<file path="config.mk">
export PLATFORM = sky130hd
export DESIGN_NAME = vga_icon_animator
export DESIGN_NICKNAME = d
export VERILOG_FILES = /design/src/rtl/vga_icon_animator.sv
export SDC_FILE = /design/constraint.sdc
export NUM_CORES = 1
export LEC_CHECK = 0
export CORE_MARGIN = 1
export CORE_UTILIZATION = 51
export DETAILED_ROUTE_END_ITERATION = 8
export PLACE_DENSITY_LB_ADDON = 0.05
export SETUP_SLACK_MARGIN = 0.1
export SKIP_LAST_GASP = 1
export SLEW_MARGIN = 20
export SYNTH_ARGS = -nofsm -noshare
export SYNTH_HDL_FRONTEND = slang
export SYNTH_SLANG_ARGS = --single-unit
</file>
<file path="constraint.sdc">
create_clock -name clk -period 3 [get_ports clk]
set_input_delay 0.75 -clock clk [delete_from_list [all_inputs] [get_ports clk]]
set_output_delay 0.75 -clock clk [all_outputs]
set_load 0.05 [all_outputs]
</file>
<file path="src/rtl/vga_icon_animator.sv">
// Port sequencer in front of the VGA peripheral register interface: arbitrates CPU accesses
// against a per-frame animator that bounces the icon by rewriting the WX/HY words.
module vga_icon_animator #(
  parameter int unsigned H_ACTIVE = 640,
  parameter int unsigned V_ACTIVE = 480
) (
  input  logic        clk,
  input  logic        nreset,
  input  logic        cpu_req,
  input  logic        cpu_rw,
  input  logic        cpu_address,
  input  logic [3:0]  cpu_byte_en,
  input  logic [31:0] cpu_data,
  output logic        cpu_ack,
  input  logic        frame_start,
  input  logic        anim_en,
  input  logic [3:0]  anim_step,
  input  logic [5:0]  icon_w,
  input  logic [9:0]  icon_x,
  input  logic [5:0]  icon_h,
  input  logic [9:0]  icon_y,
  output logic [31:0] data,
  output logic        address,
  output logic [3:0]  byte_en,
  output logic        rw,
  output logic        clken,
  output logic        dir_x,
  output logic        dir_y,
  output logic        frame_miss
);

  localparam logic [10:0] H_B = 11'(H_ACTIVE);
  localparam logic [10:0] V_B = 11'(V_ACTIVE);

  typedef enum logic [1:0] {IDLE, CALC, WR_WX, WR_HY} state_t;

  state_t      state, state_nx;
  logic        pending, pending_nx;
  logic [15:0] hy_word, hy_word_nx;
  logic [31:0] data_nx;
  logic        address_nx, rw_nx, clken_nx, cpu_ack_nx, miss_nx, dir_x_nx, dir_y_nx;
  logic [3:0]  byte_en_nx;
  logic        issue_cpu;
  logic [10:0] bx, by;

  // Result packs the new direction in bit 10 and the new 10-bit position below it.
  function automatic logic [10:0] bounce(input logic [9:0] pos, input logic [5:0] size,
                                         input logic [3:0] step, input logic dir,
                                         input logic [10:0] bound);
    logic [10:0] p, sz, st, r;
    logic        d;
    p  = {1'b0, pos};
    sz = {5'b0, size};
    st = {7'b0, step};
    r  = '0;
    d  = 1'b0;
    if (sz > bound) begin
      r = '0;
      d = 1'b0;
    end else if (!dir) begin
      if (p + st + sz >= bound) begin
        r = bound - sz;
        d = 1'b1;
      end else begin
        r = p + st;
      end
    end else if (p > st) begin
      r = p - st;
      d = 1'b1;
    end
    return {d, r[9:0]};
  endfunction

  assign bx = bounce(icon_x, icon_w, anim_step, dir_x, H_B);
  assign by = bounce(icon_y, icon_h, anim_step, dir_y, V_B);

  always_comb begin
    state_nx   = state;
    pending_nx = pending;
    hy_word_nx = hy_word;
    data_nx    = data;
    address_nx = address;
    byte_en_nx = byte_en;
    rw_nx      = rw;
    clken_nx   = 1'b0;
    cpu_ack_nx = 1'b0;
    miss_nx    = 1'b0;
    dir_x_nx   = dir_x;
    dir_y_nx   = dir_y;
    issue_cpu  = 1'b0;

    if (frame_start && anim_en) begin
      if (state == IDLE && !pending) pending_nx = 1'b1;
      else                           miss_nx    = 1'b1;
    end

    case (state)
      IDLE: begin
        if (pending) begin
          state_nx   = CALC;
          pending_nx = 1'b0;
        end else begin
          issue_cpu = cpu_req && !cpu_ack;
        end
      end
      CALC: begin
        dir_x_nx   = bx[10];
        dir_y_nx   = by[10];
        hy_word_nx = {icon_h, by[9:0]};
        clken_nx   = 1'b1;
        rw_nx      = 1'b0;
        address_nx = 1'b0;
        byte_en_nx = 4'b1100;
        data_nx    = {16'b0, icon_w, bx[9:0]};
        state_nx   = WR_WX;
      end
      WR_WX: begin
        clken_nx   = 1'b1;
        rw_nx      = 1'b0;
        address_nx = 1'b1;
        byte_en_nx = 4'b0011;
        data_nx    = {16'b0, hy_word};
        state_nx   = WR_HY;
      end
      WR_HY: begin
        // Hand the port straight back to a waiting CPU so its ack follows the HY strobe.
        state_nx  = IDLE;
        issue_cpu = cpu_req && !cpu_ack && !pending;
      end
      default: state_nx = IDLE;
    endcase

    if (issue_cpu) begin
      clken_nx   = 1'b1;
      cpu_ack_nx = 1'b1;
      rw_nx      = cpu_rw;
      address_nx = cpu_address;
      byte_en_nx = cpu_byte_en;
      data_nx    = cpu_data;
    end
  end

  always_ff @(posedge clk or negedge nreset) begin
    if (!nreset) begin
      state      <= IDLE;
      pending    <= 1'b0;
      hy_word    <= '0;
      data       <= '0;
      address    <= 1'b0;
      byte_en    <= '0;
      rw         <= 1'b0;
      clken      <= 1'b0;
      cpu_ack    <= 1'b0;
      frame_miss <= 1'b0;
      dir_x      <= 1'b0;
      dir_y      <= 1'b0;
    end else begin
      state      <= state_nx;
      pending    <= pending_nx;
      hy_word    <= hy_word_nx;
      data       <= data_nx;
      address    <= address_nx;
      byte_en    <= byte_en_nx;
      rw         <= rw_nx;
      clken      <= clken_nx;
      cpu_ack    <= cpu_ack_nx;
      frame_miss <= miss_nx;
      dir_x      <= dir_x_nx;
      dir_y      <= dir_y_nx;
    end
  end

endmodule

</file>
==> metrics.csv <==
metric,value,unit
status,"complete, but fails checks",
violations,setup timing,
vias,5549,
maxCapViolCount,0,
core,9729,sq um
synth-xor-area-share,6.897,%
cts_tree,yes,
ys_async_sr_fraction,100.0,%
min_path_type,in -> async,
setup_ws,-0.8533,ns
cp.arrival,4.10,ns
synth-simple-area-share,18.47,%
finalMaxSlewViolations,0,
grtUsageMet1,41.05,%
syn-cell-area,5080,sq um
fp.dieH,101.8,um
worstPathCellList,"dlygate4sd2_1, ha_4, buf_4, nor2_2, nor2_2, xnor2_2, ha_1, o21a_4, a2111oi_4, or3_4, buf_6, a211oi_4, and3_4, o31ai_4, or3_4, a31o_1",
setup_tns,-15.50,ns
cts_hold_buffers,0,
crit_slowest_cell,or3_4,
synthTopCellsByArea,"dfrtp_1 31%, ha_1 8.6%, o21ai_0 4.3%, xnor2_1 4.1%, nand2_1 3.8%",
skew,0.007694,ns
grt_pass1_vias,5375,
rsz0062_at_grt,yes,
seq_power_share,22.7,%
grt-ovfl-total,0,
routed_via_density,5.762,
hold_viol,0,
path_class,in -> reg,
grt_first_pass_wirelength,25.71,mm
comb_power_share,63.8,%
numCtsBuffers,9,
pre_cts_ws,-1.792,ns
syn_inst,580,
yosysUniqueCellTypes,81,
cp_top_family,simple AND/OR/NAND/NOR gates,
place_area,7302,sq um
first_pass_iters,5,
cp-start-kind,primary input,
drc,0,
grt-busiest-layer,met2,
cts_max_level,3,
ys_seq_area_share,30.54,%
cp_max_fo,6,
fin_area,8063,sq um
r2r_setup_slack,0.43,ns
ir_drop,521.7,uV
synthAdderAreaFrac,10.99,%
ys.warnings.count,0,
clk_root_buffer_cell,clkbuf_8,
sw_frac_of_total,47.84,%
power_leakage,3.500,nW
drive_gt1_share,29.28,%
antennaDiodeCount,0,
p_per_area,856.2,nW/um^2
layout.cells.non_filler,963,
area_delta_synth_final,58.72,%
synth.largest_area_cell,dfrtp_1,
slew_headroom,30.59,%
period_minus_slack,3.853,ns
place_congestion,0.9686,
drtIter0Drc,435,
place_inst,926,
synth_top_family_by_area,compound AO/OA/AOI/OAI gates,
final_core_util,82.87,%
tightest_slew,1.037,ns
routed_wirelength,17.11,mm
grtUsageMet3,6.625,%
die_area,10360,sq um
power.share.clock,13.5,%
cts.sinks,62,
p_int,3.601,mW
power.switching,3.303,mW
ys_seq_elements,62,
period_share,128.4,%
grtUsageMet2,55.20,%
syn_nets,700,
wire_per_inst,17.77,um
avgSynthCellArea,8.758,sq um
power,6.903,mW
port_buffers,121,
setup_viol,22,
ant_nets,0,
insertion_delay,0.36,ns
clockBufferDepth,2,
synth-edff-count,0,
grt_max_degree,35,
antenna_found_initial,0,
pin_count,122,
synth_compound_gate_area_share,25.49,%
crit_required,3.25,ns
fmax,0.2595,GHz
slowest_delay,0.39,ns
die_x,101.8,um
ys.flop_type,dfrtp_1,
synthMuxAreaShare,2.931,%
initial_core_util,52.21,%
netlist.area_leader.share,30.54,%
grt_usage,32.75,%
hpwlAfterDp,12.61,mm
cp.buffers_inverters,3,
num_rows,36,
clkTransAtPathRegs,0.07,ns
end_kind,flop,
layout.nets,945,
timing.hold.ws,0.2606,ns
layout by cell type (no fill, tap or decap), drive strengths merged, types with 5 or more instances in the layout:
cell type / Yosys / final
nand4: 5 / 5
nor2: 51 / 51
o21ai: 54 / 54
a21oi: 33 / 33
fa: 6 / 6
nand2b: 15 / 15
mux2: 7 / 7
nor3: 17 / 17
a31oi: 6 / 6
o31ai: 7 / 7
a22o: 17 / 17
buf: 7 / 145
dfrtp: 62 / 62
a21boi: 5 / 5
dlygate4sd2: 0 / 6
clkbuf: 19 / 13
a211oi: 5 / 5
o221ai: 7 / 7
nand2: 52 / 52
ha: 35 / 35
xor2: 12 / 12
o211ai: 7 / 7
xnor2: 25 / 25
nor2b: 10 / 10
or3: 7 / 7
a21o: 11 / 11
clkdlybuf4s50: 0 / 109
nand3: 8 / 8
mux2i: 7 / 7
inv: 30 / 29
routing by layer:
layer	share of wire, %	up-vias
met1	42	2677
met2	48	253
li1	-	2575
met5	0	-
met4	2.6	0
met3	7.1	44
registers in the layout, indices dropped and copies added (netlist names):
signal and cells:
data 32, hy_word 16, byte_en 4, state 2
address 1, clken 1, cpu_ack 1, dir_x 1
dir_y 1, frame_miss 1, pending 1, rw 1
area by class of cell:
type | count | area (sq um)
Fill cell | 616 | 1667
Clock inverter | 3 | 90.09
Multi-Input combinational cell | 461 | 3701
Sequential cell | 62 | 1551
Clock buffer | 13 | 158.9
Tap cell | 133 | 166.4
Inverter | 31 | 122.6
Timing Repair Buffer | 260 | 2272
worst register-to-register path: stages, from the launching register on:
cell     delay [ns]
dfrtp_1        0.42
inv_1          0.09
ha_1           0.25
o21ai_1        0.52
nand2_1        0.16
nor2_1         0.81
a22o_1         0.26
synth_stat cells (6+ instances only):
master    number
o221ai_1       7
mux2_2         7
nand3_1        8
o21ai_1        8
xor2_1        11
nand2b_1      15
clkbuf_1      18
o211ai_1       6
nor2_1        49
xnor2_1       24
nor3_1        17
o31ai_1        6
mux2i_1        7
ha_1          35
inv_1         30
a21o_1         9
nor2b_1       10
fa_1           6
nand2_1       52
dfrtp_1       62
a22o_1        17
a21oi_1       33
o21ai_0       44
final timing paths:
path | end | cells after the start | startpoint
worst max register to register | data[20]$_DFFE_PN0P_ | 6 | state[0]$_DFFE_PN0P_
min in group clk | data[21]$_DFFE_PN0P_ | 1 | data[21]$_DFFE_PN0P_
worst min-delay path | data[10]$_DFFE_PN0P_ | 1 | nreset
worst min register to register | data[21]$_DFFE_PN0P_ | 1 | data[21]$_DFFE_PN0P_
worst max-delay path | hy_word[2]$_DFFE_PN0P_ | 16 | icon_y[2]
max in group asynchronous | hy_word[8]$_DFFE_PN0P_ | 2 | nreset
cell families after synthesis:
group                      count (synthesis)
AOI/OAI and AO/OA                        183
xor gates and xnor gates                  37
buffers and inverters                     57
DFF                                       62
and+or+nand+nor                          186
adders and majority gates                 41
muxes                                     14
power by group through the flow:
stage	logic [mW]	clock network [mW]	registers, mW
2_1_floorplan	1.73	0	2.45
3_3_place_gp	4.02	0	1.54
3_5_place_dp	4.11	0	1.55
4_1_cts	4.27	0.930	1.55
5_1_grt	4.69	0.966	1.59
6_report	4.40	0.935	1.56
what timing repair did:
item | 4_1_cts | 5_1_grt
pin swaps | 44 | 42
endpoints found under the setup margin | 22 | 22
buffers inserted | 13 | 9
resized for setup | 72 | 26
endpoints found under the hold margin | 0 | 0
Note: power is estimated with default switching activity, not from simulation.
